--- src/rtl/tx_fcs_insert.sv ---
// Appends the Ethernet CRC-32 FCS to an AXI-Stream frame, 32-bit datapath.
// FCS bytes fill the unused lanes of the last beat, and any leftover bytes go out in one tail word.
module tx_fcs_insert #(
  parameter int DATA_WIDTH = 32,
  parameter int KEEP_WIDTH = DATA_WIDTH / 8
) (
  input  logic                  i_clk,
  input  logic                  i_reset_n,
  input  logic [DATA_WIDTH-1:0] s_axis_tdata,
  input  logic [KEEP_WIDTH-1:0] s_axis_tkeep,
  input  logic                  s_axis_tvalid,
  input  logic                  s_axis_tlast,
  output logic                  s_axis_tready,
  output logic [DATA_WIDTH-1:0] m_axis_tdata,
  output logic [KEEP_WIDTH-1:0] m_axis_tkeep,
  output logic                  m_axis_tvalid,
  output logic                  m_axis_tlast,
  input  logic                  m_axis_tready,
  output logic                  o_keep_err
);

  typedef enum logic {PASS, TAIL} state_t;

  state_t                  state_reg, state_next;
  logic [31:0]             crc_reg;
  logic [DATA_WIDTH-1:0]   m_data_reg;
  logic [KEEP_WIDTH-1:0]   m_keep_reg;
  logic                    m_valid_reg, m_last_reg;
  logic [DATA_WIDTH-1:0]   tail_data_reg;
  logic [KEEP_WIDTH-1:0]   tail_keep_reg;
  logic                    keep_err_reg;

  logic                    out_free, s_hs, tail_load;
  logic [2:0]              k_last, k_eff;
  logic                    keep_ok;
  logic [31:0]             crc_chain [0:4];
  logic [31:0]             fcs;
  logic [5:0]              shift;
  logic [31:0]             lane_mask, out_word, tail_word;
  logic [3:0]              tail_keep;

  // Reflected CRC-32 update with one byte, LSB first.
  function automatic logic [31:0] crc_byte(input logic [31:0] c, input logic [7:0] d);
    logic [31:0] r;
    r = c;
    for (int i = 0; i < 8; i++) begin
      r = (r >> 1) ^ ((r[0] ^ d[i]) ? 32'hEDB88320 : 32'h0);
    end
    return r;
  endfunction

  assign crc_chain[0] = crc_reg;
  for (genvar gi = 0; gi < 4; gi++) begin : g_crc_lane
    assign crc_chain[gi+1] = crc_byte(crc_chain[gi], s_axis_tdata[8*gi +: 8]);
  end

  always_comb begin
    k_last  = 3'd4;
    keep_ok = 1'b1;
    case (s_axis_tkeep)
      4'b0001: k_last = 3'd1;
      4'b0011: k_last = 3'd2;
      4'b0111: k_last = 3'd3;
      4'b1111: k_last = 3'd4;
      default: keep_ok = 1'b0;
    endcase
  end

  // Non-last beats always carry four bytes. With k = 4 the same shifts
  // yield the unmodified word and a full-FCS tail.
  always_comb begin
    k_eff     = s_axis_tlast ? k_last : 3'd4;
    fcs       = ~crc_chain[k_eff];
    shift     = {k_eff, 3'b000};
    lane_mask = 32'hFFFF_FFFF >> (6'd32 - shift);
    out_word  = (s_axis_tdata & lane_mask) | (fcs << shift);
    tail_word = fcs >> (6'd32 - shift);
    tail_keep = 4'b1111 >> (3'd4 - k_eff);
  end

  // State register
  always_ff @(posedge i_clk) begin
    if (!i_reset_n) state_reg <= PASS;
    else            state_reg <= state_next;
  end

  // Next-state logic
  always_comb begin
    state_next = state_reg;
    case (state_reg)
      PASS: if (s_hs && s_axis_tlast) state_next = TAIL;
      TAIL: if (out_free)             state_next = PASS;
      default:                        state_next = PASS;
    endcase
  end

  // Output / control logic
  always_comb begin
    out_free      = !m_valid_reg || m_axis_tready;
    s_axis_tready = i_reset_n && (state_reg == PASS) && out_free;
    s_hs          = s_axis_tvalid && s_axis_tready;
    tail_load     = (state_reg == TAIL) && out_free;
  end

  always_ff @(posedge i_clk) begin
    if (!i_reset_n) begin
      crc_reg       <= 32'hFFFF_FFFF;
      m_data_reg    <= '0;
      m_keep_reg    <= '0;
      m_valid_reg   <= 1'b0;
      m_last_reg    <= 1'b0;
      tail_data_reg <= '0;
      tail_keep_reg <= '0;
      keep_err_reg  <= 1'b0;
    end else begin
      keep_err_reg <= s_hs && s_axis_tlast && !keep_ok;
      if (s_hs) begin
        m_data_reg  <= out_word;
        m_keep_reg  <= 4'hF;
        m_last_reg  <= 1'b0;
        m_valid_reg <= 1'b1;
        crc_reg     <= s_axis_tlast ? 32'hFFFF_FFFF : crc_chain[4];
        if (s_axis_tlast) begin
          tail_data_reg <= tail_word;
          tail_keep_reg <= tail_keep;
        end
      end else if (tail_load) begin
        m_data_reg  <= tail_data_reg;
        m_keep_reg  <= tail_keep_reg;
        m_last_reg  <= 1'b1;
        m_valid_reg <= 1'b1;
      end else if (m_axis_tready) begin
        m_valid_reg <= 1'b0;
      end
    end
  end

  assign m_axis_tdata  = m_data_reg;
  assign m_axis_tkeep  = m_keep_reg;
  assign m_axis_tvalid = m_valid_reg;
  assign m_axis_tlast  = m_last_reg;
  assign o_keep_err    = keep_err_reg;

endmodule

--- config.mk ---
export PLATFORM = sky130hd
export DESIGN_NAME = tx_fcs_insert
export DESIGN_NICKNAME = d
export VERILOG_FILES = /design/src/rtl/tx_fcs_insert.sv
export SDC_FILE = /design/constraint.sdc
export NUM_CORES = 1
export LEC_CHECK = 0
export CAP_MARGIN = 0
export CORE_MARGIN = 4
export CORE_UTILIZATION = 55
export CTS_BUF_LIST = sky130_fd_sc_hd__clkbuf_2
export DETAILED_ROUTE_END_ITERATION = 16
export PLACE_DENSITY_LB_ADDON = 0.15
export SLEW_MARGIN = 20
export SYNTH_ARGS = -nofsm -noshare
export SYNTH_HDL_FRONTEND = slang
export SYNTH_SLANG_ARGS = --single-unit
--- constraint.sdc ---
create_clock -name i_clk -period 5.8 [get_ports i_clk]
set_input_delay 0.87 -clock i_clk [delete_from_list [all_inputs] [get_ports i_clk]]
set_output_delay 0.87 -clock i_clk [all_outputs]
set_load 0.03 [all_outputs]
# ---- Yosys cells after proc, flatten, opt, wreduce, memory -nomap -nowiden
# Cells that the tools add are included.
dict set report totals {
  register_bits 108
  inputBits 41
  output_inout_bits 40
  elab_cells 153
}
dict set report op_classes {
  add_sub_neg 2
  n_lt_le_gt_ge 1
  n_eq_ne 4
  n_shift 4
  n_mux 49
  n_bitwise 70
  n_reduce_logical 14
}
# op n
set ops {}
lappend ops {{32-bit two-way mux} 37}
lappend ops {{31-bit by 32-bit bitwise XOR with 32-bit output} 32}
lappend ops {{32-bit binary-select mux with 3-bit select} 1}
lappend ops {{32-bit AND} 1}
lappend ops {{32-bit NOT} 1}
lappend ops {{32-bit OR} 1}
lappend ops {{32-bit by 6-bit << shifter with 32-bit output} 1}
lappend ops {{32-bit by 6-bit right shift with 32-bit output} 1}
lappend ops {{32-bit by 6-bit right shift with 32-bit output, first input constant} 1}
lappend ops {{1-bit bitwise XOR} 32}
lappend ops {{3-bit one-hot mux with 3 select lines} 1}
lappend ops {{4-bit two-way mux} 2}
lappend ops {{1-bit logical AND} 6}
lappend ops {{1-bit two-way mux} 6}
lappend ops {{6-bit subtractor, first input constant} 1}
lappend ops {{4-bit by 1-bit == test with 1-bit output, second input constant} 1}
lappend ops {{4-bit by 2-bit == test with 1-bit output, second input constant} 1}
lappend ops {{4-bit by 3-bit == test with 1-bit output, second input constant} 1}
lappend ops {{4-bit == test, second input constant} 1}
lappend ops {{4-bit >= comparator, second input constant} 1}
lappend ops {{3-bit NOT with 4-bit output} 1}
lappend ops {{4-bit OR reduction} 1}
lappend ops {{4-bit by 3-bit right shift with 4-bit output, first input constant} 1}
lappend ops {{3-bit two-way mux} 1}
lappend ops {{other kinds (9)} 11}

# ---- Longest topological paths before layout
dict set report depth {
  ltp_word 103
  mapped_depth 14
  ltp_nobuf 10
}

# ---- Worst setup path before layout
# OpenSTA, ideal clock, no wires.
dict set report synth_timing {
  kind {input to register}
  startpoint {input s_axis_tdata[1]}
  endpoint {register tail_data_reg[4]}
  setup_time_ns 0.129
  t_arrival_ns 4.340
  t_required_ns 5.671
  slack_ns 1.331
  path_stages 11
  n_path_buf 1
  cell_sequence {xor2_2 > buf_6 > xnor3_2 > xnor2_2 > xnor2_2 > xnor3_2 > xnor2_4 > xor3_1 > xnor2_1 > a222oi_1 > o21ai_1}
}
dict set report synth_via {
  elab_chain_len 48
  word_cells_on_any_way 74
  cone_classes {1 x shift; 22 x mux; 51 x bitwise}
}
# item line_no
set synth_rtl {}
lappend synth_rtl {{from (decl)} 9} ;# input logic [DATA_WIDTH-1:0] s_axis_tdata,
lappend synth_rtl {{1-bit bitwise XOR *} 47} ;# r = (r >> 1) ^ ((r[0] ^ d[i]) ? 32'hEDB88320 : 32'h0);
lappend synth_rtl {{32-bit two-way mux *} 47}
lappend synth_rtl {{31-bit by 32-bit bitwise XOR with 32-bit output * (6 in a row)} 47}
lappend synth_rtl {{1-bit bitwise XOR} 47}
lappend synth_rtl {{32-bit two-way mux} 47}
lappend synth_rtl {{31-bit by 32-bit bitwise XOR with 32-bit output *} 47}
lappend synth_rtl {{31-bit by 32-bit bitwise XOR with 32-bit output (5 in a row)} 47}
lappend synth_rtl {{1-bit bitwise XOR} 47}
lappend synth_rtl {{[... 17 more ...]} n/a}
lappend synth_rtl {{31-bit by 32-bit bitwise XOR with 32-bit output (6 in a row)} 47}
lappend synth_rtl {{1-bit bitwise XOR} 47}
lappend synth_rtl {{32-bit two-way mux} 47}
lappend synth_rtl {{31-bit by 32-bit bitwise XOR with 32-bit output} 47}
lappend synth_rtl {{32-bit binary-select mux with 3-bit select *} 73} ;# fcs = ~crc_chain[k_eff];
lappend synth_rtl {{32-bit two-way mux (not written as such) * (2 in a row)} 73}
lappend synth_rtl {{32-bit NOT *} 73}
lappend synth_rtl {{32-bit by 6-bit right shift with 32-bit output *} 77} ;# tail_word = fcs >> (6'd32 - shift);
lappend synth_rtl {{to (signal assigned)} 124} ;# tail_data_reg <= tail_word;
lappend synth_rtl {{to (decl)} 29} ;# logic [DATA_WIDTH-1:0] tail_data_reg;
# Mark *: on every way between the ends. The rest lies on a longest branch, timed or not. The select of a mux whose other input is x is not followed.
# A chain may end at the register's enable or synchronous reset.

# ---- Worst setup path after layout
dict set report layout_timing {
  startpoint {input s_axis_tdata[3]}
  endpoint {register tail_data_reg[10]}
}
dict set report layout_via {
  elab_chain_len 44
  word_cells_on_any_way 68
  cone_classes {1 x shift; 20 x mux; 47 x bitwise}
}
# item line_no
set layout_rtl {}
lappend layout_rtl {{1-bit bitwise XOR *} 47}
lappend layout_rtl {{32-bit two-way mux *} 47}
lappend layout_rtl {{31-bit by 32-bit bitwise XOR with 32-bit output * (5 in a row)} 47}
lappend layout_rtl {{31-bit by 32-bit bitwise XOR with 32-bit output} 47}
lappend layout_rtl {{1-bit bitwise XOR or 31-bit by 32-bit bitwise XOR with 32-bit output (tied branches)} 47}
lappend layout_rtl {{32-bit two-way mux or 31-bit by 32-bit bitwise XOR with 32-bit output (tied branches)} 47}
lappend layout_rtl {{31-bit by 32-bit bitwise XOR with 32-bit output} 47}
lappend layout_rtl {{31-bit by 32-bit bitwise XOR with 32-bit output or 1-bit bitwise XOR (tied branches)} 47}
lappend layout_rtl {{[... 23 more ...]} n/a}
lappend layout_rtl {{31-bit by 32-bit bitwise XOR with 32-bit output or 1-bit bitwise XOR (tied branches)} 47}
lappend layout_rtl {{31-bit by 32-bit bitwise XOR with 32-bit output, or another cell as far along} 47}
lappend layout_rtl {{31-bit by 32-bit bitwise XOR with 32-bit output or 32-bit two-way mux (tied branches)} 47}
lappend layout_rtl {{31-bit by 32-bit bitwise XOR with 32-bit output} 47}
lappend layout_rtl {{32-bit binary-select mux with 3-bit select *} 73}
lappend layout_rtl {{32-bit two-way mux (not written as such) * (2 in a row)} 73}
lappend layout_rtl {{32-bit NOT *} 73}
lappend layout_rtl {{32-bit by 6-bit right shift with 32-bit output *} 77}
# Marked as above.

==> impl_results.md <==
* Status: complete, no violations
* Number of post-CTS setup repair buffers at 0
* Most frequent cells in the layout: 173 x nand2_1, 168 x xnor2_1, 108 x dfxtp_1
* GRT Max-Usage Layer: met2
* Die area at about 21000 um2
* Rows at 50
* # port buffers at 80
* Initial antenna violation count at 3
* Bufs on Longest Clock Path at 2
* H-tree levels at 3
* Tmin final at 4.98 ns
* I/O pin cnt at between 80 and 90
* Die width at 145 um
* Seq/Total Area, Yosys at 0.208
* Relative slew slack at 0.322
* Post_cts resized at 0
* Max Transition Viols Final at 0
* Syn-to-layout area delta at 15.6%
* CTS root buf: clkbuf_2
* Grt met2 use at 0.602
* # DRC at 0
* Nets@finish at about 1200
* Number of buffers created by CTS at 9
* CP required at 6.40 ns
* Min-Delay Path Class: register to register
* Commonest non-fill, non-tap cell in the layout: nand2_1
* Setup_tns at 0 ns
* HPWL after detailed placement at 34.6 mm
* Finish-stage setup viols at 0
* WS Path Type: input port to register
* Clk pin slew, worst setup/hold paths at roughly 0.33 ns
* Unrepaired setup endpoints after global routing: false
* Slowest CP cell: clkdlybuf4s50_1
* Placed inst area at around 12000 um2
* Worst-skew pair later-pin latency at 0.71 ns
* Post-Layout Cell Count at ~1400
* Routability Congestion at 1.08
* Critical path buffers and inverters at 2
* Seq cells post-synth at 108
* Final hold vios at 0
* Total Wirelength at around 44 mm
* Slew @ Worst Pin at 1.01 ns
* Vias per Instance at 6.61
* Final Cell Area at between 10000 and 15000 um2
* Share of cells above drive strength 1 at 0.127
* # clock sinks at 108
* Starting Density at 0.558
* Top delay family on crit path: XOR/XNOR gates
* Final Cycle Share at 0.858
* CTS hold repair buffers at 0
* WP data arrival at 5.58 ns
* Max Clock Skew at 0.0587 ns
* Async S/R FF share, synth at 0
* Met3 usage at 0.126
* DR iter-0 viols at 1333
* Core ar. at 18600 um2
* Gr ovfl total at 0
* Synthesized net count at 1121
* Critical Path Max Stage Delay at 0.58 ns
* Startpoint class of the critical path: input port
* Maximum clock rate at 0.201 GHz
* Synthesized area at slightly above 10000 um2
* Global-route wire length before repair at 63.0 mm
* Die Y at 145 um
* Post-synthesis average cell area at 9.65 um2
* Routed vias at 9440
* Max cap viols at 0
* Fillers at 1620
* Maximum fanout along the worst path at 13
* EDFF count, synth at 0
* M1 GR Usage at 0.533
* Drt first pass iters at 7
* Crit-path cells: clkdlybuf4s50_1, xnor2_2, xnor3_2, xnor3_1, xnor2_2, buf_4, xnor3_1, xnor3_1, xor2_1, a2bb2oi_1, o21ai_0, a31oi_1
* YS warnings at 0
* Wire per inst at 30.7 um
* Commonest register cell after synthesis: dfxtp_1
* All-Layer GR Usage at 0.409
* Cell count after synthesis at between 1000 and 1500
* TritonCTS clock tree: done
* Largest net degree at the start of global routing at between 50 and 60
* Antenna viol nets, final at 0
* Placed instance count at roughly 1400
* Critical Path Sink Type: register
* Number of global-route vias before repair at 9029
* CP dominant cell by count: xnor3_1
* Yosys cell types at 61
## Yosys cell counts, drive strengths merged, types with 3 or more instances
cell type	count	area share
xnor2	193	0.19
nand2	174	0.063
dfxtp	108	0.21
xnor3	89	0.19
xor2	58	0.059
nor2	56	0.020
a21oi	54	0.026
clkbuf	53	0.019
o21ai	48	0.023
o211ai	26	0.019
nand3	22	0.011
xor3	17	0.039
a211oi	15	0.011
a221oi	15	0.013
a311oi	14	0.012
a31oi	14	0.0084
nor3	11	0.0053
buf	10	0.0054
o221ai	8	0.0067
a221o	7	0.0067
inv	7	0.0025
and3	6	0.0036
o22ai	6	0.0036
a22oi	5	0.0036
a32o	5	0.0048
o21a	5	0.0036
a21o	4	0.0029
a32oi	4	0.0034
o32ai	4	0.0034
a22o	3	0.0025
and2	3	0.0018
ha	3	0.0036
mux2i	3	0.0029
nand2b	3	0.0018
nor2b	3	0.0018
or3	3	0.0018
## cell type report
class / count / area [um2] / area share
antenna: 1 / 2.50 / 0.000208
clock buffer: 9 / 45.0 / 0.00375
tap: 234 / 293 / 0.0244
sequential: 108 / 2160 / 0.180
clock inverter: 7 / 85.1 / 0.00708
timing repair buffer: 163 / 1420 / 0.119
multi-input combinational: 899 / 7980 / 0.664
inverter: 7 / 26.3 / 0.00219
## layer usage
metal	part of all wire	vias up	routed length [um]
met4	0.074	2	3230
met3	0.13	161	5570
met5	0.00025	-	11
met2	0.42	707	18500
li1	-	4032	-
met1	0.38	4538	16500
## metrics by stage
| step | hold WS [ns] | util | setup slack (ns) |
|---|---|---|---|
| 2_1_floorplan | 0.423 | - | 1.33 |
| 3_3_place_gp | 0.433 | 0.637 | 0.302 |
| 4_1_cts | 0.466 | 0.644 | 0.959 |
| 3_5_place_dp | 0.438 | 0.637 | 0.226 |
| 6_report | 0.465 | 0.644 | 0.823 |
| 5_1_grt | 0.482 | 0.644 | 0.750 |
## path summary, 6_finish.rpt
path | from | to | slack (ns) | cells past startpoint
max | s_axis_tdata[3] | tail_data_reg[10] | 0.82 | 12
min reg2reg | tail_data_reg[18] | tail_data_reg[18] | 0.47 | 2
min | tail_data_reg[18] | tail_data_reg[18] | 0.47 | 2
max reg2reg | crc_reg[3] | tail_data_reg[10] | 1.03 | 11
## worst min-delay path, delay by kind of cell (launching register included)
kind | cells | cell delay (ns)
flops | 1 | 0.39
simple gates | 2 | 0.09
## kinds of logic after synthesis
logic type,synth area share
fa+ha+maj,0.00361
simple gates,0.111
compound gates,0.168
xor+xnor,0.479
buf+inv,0.0271
flops,0.208
mux,0.00289
Power is not shown: default switching activity piles up to over one toggle a cycle in this logic, so the estimate is an artifact.
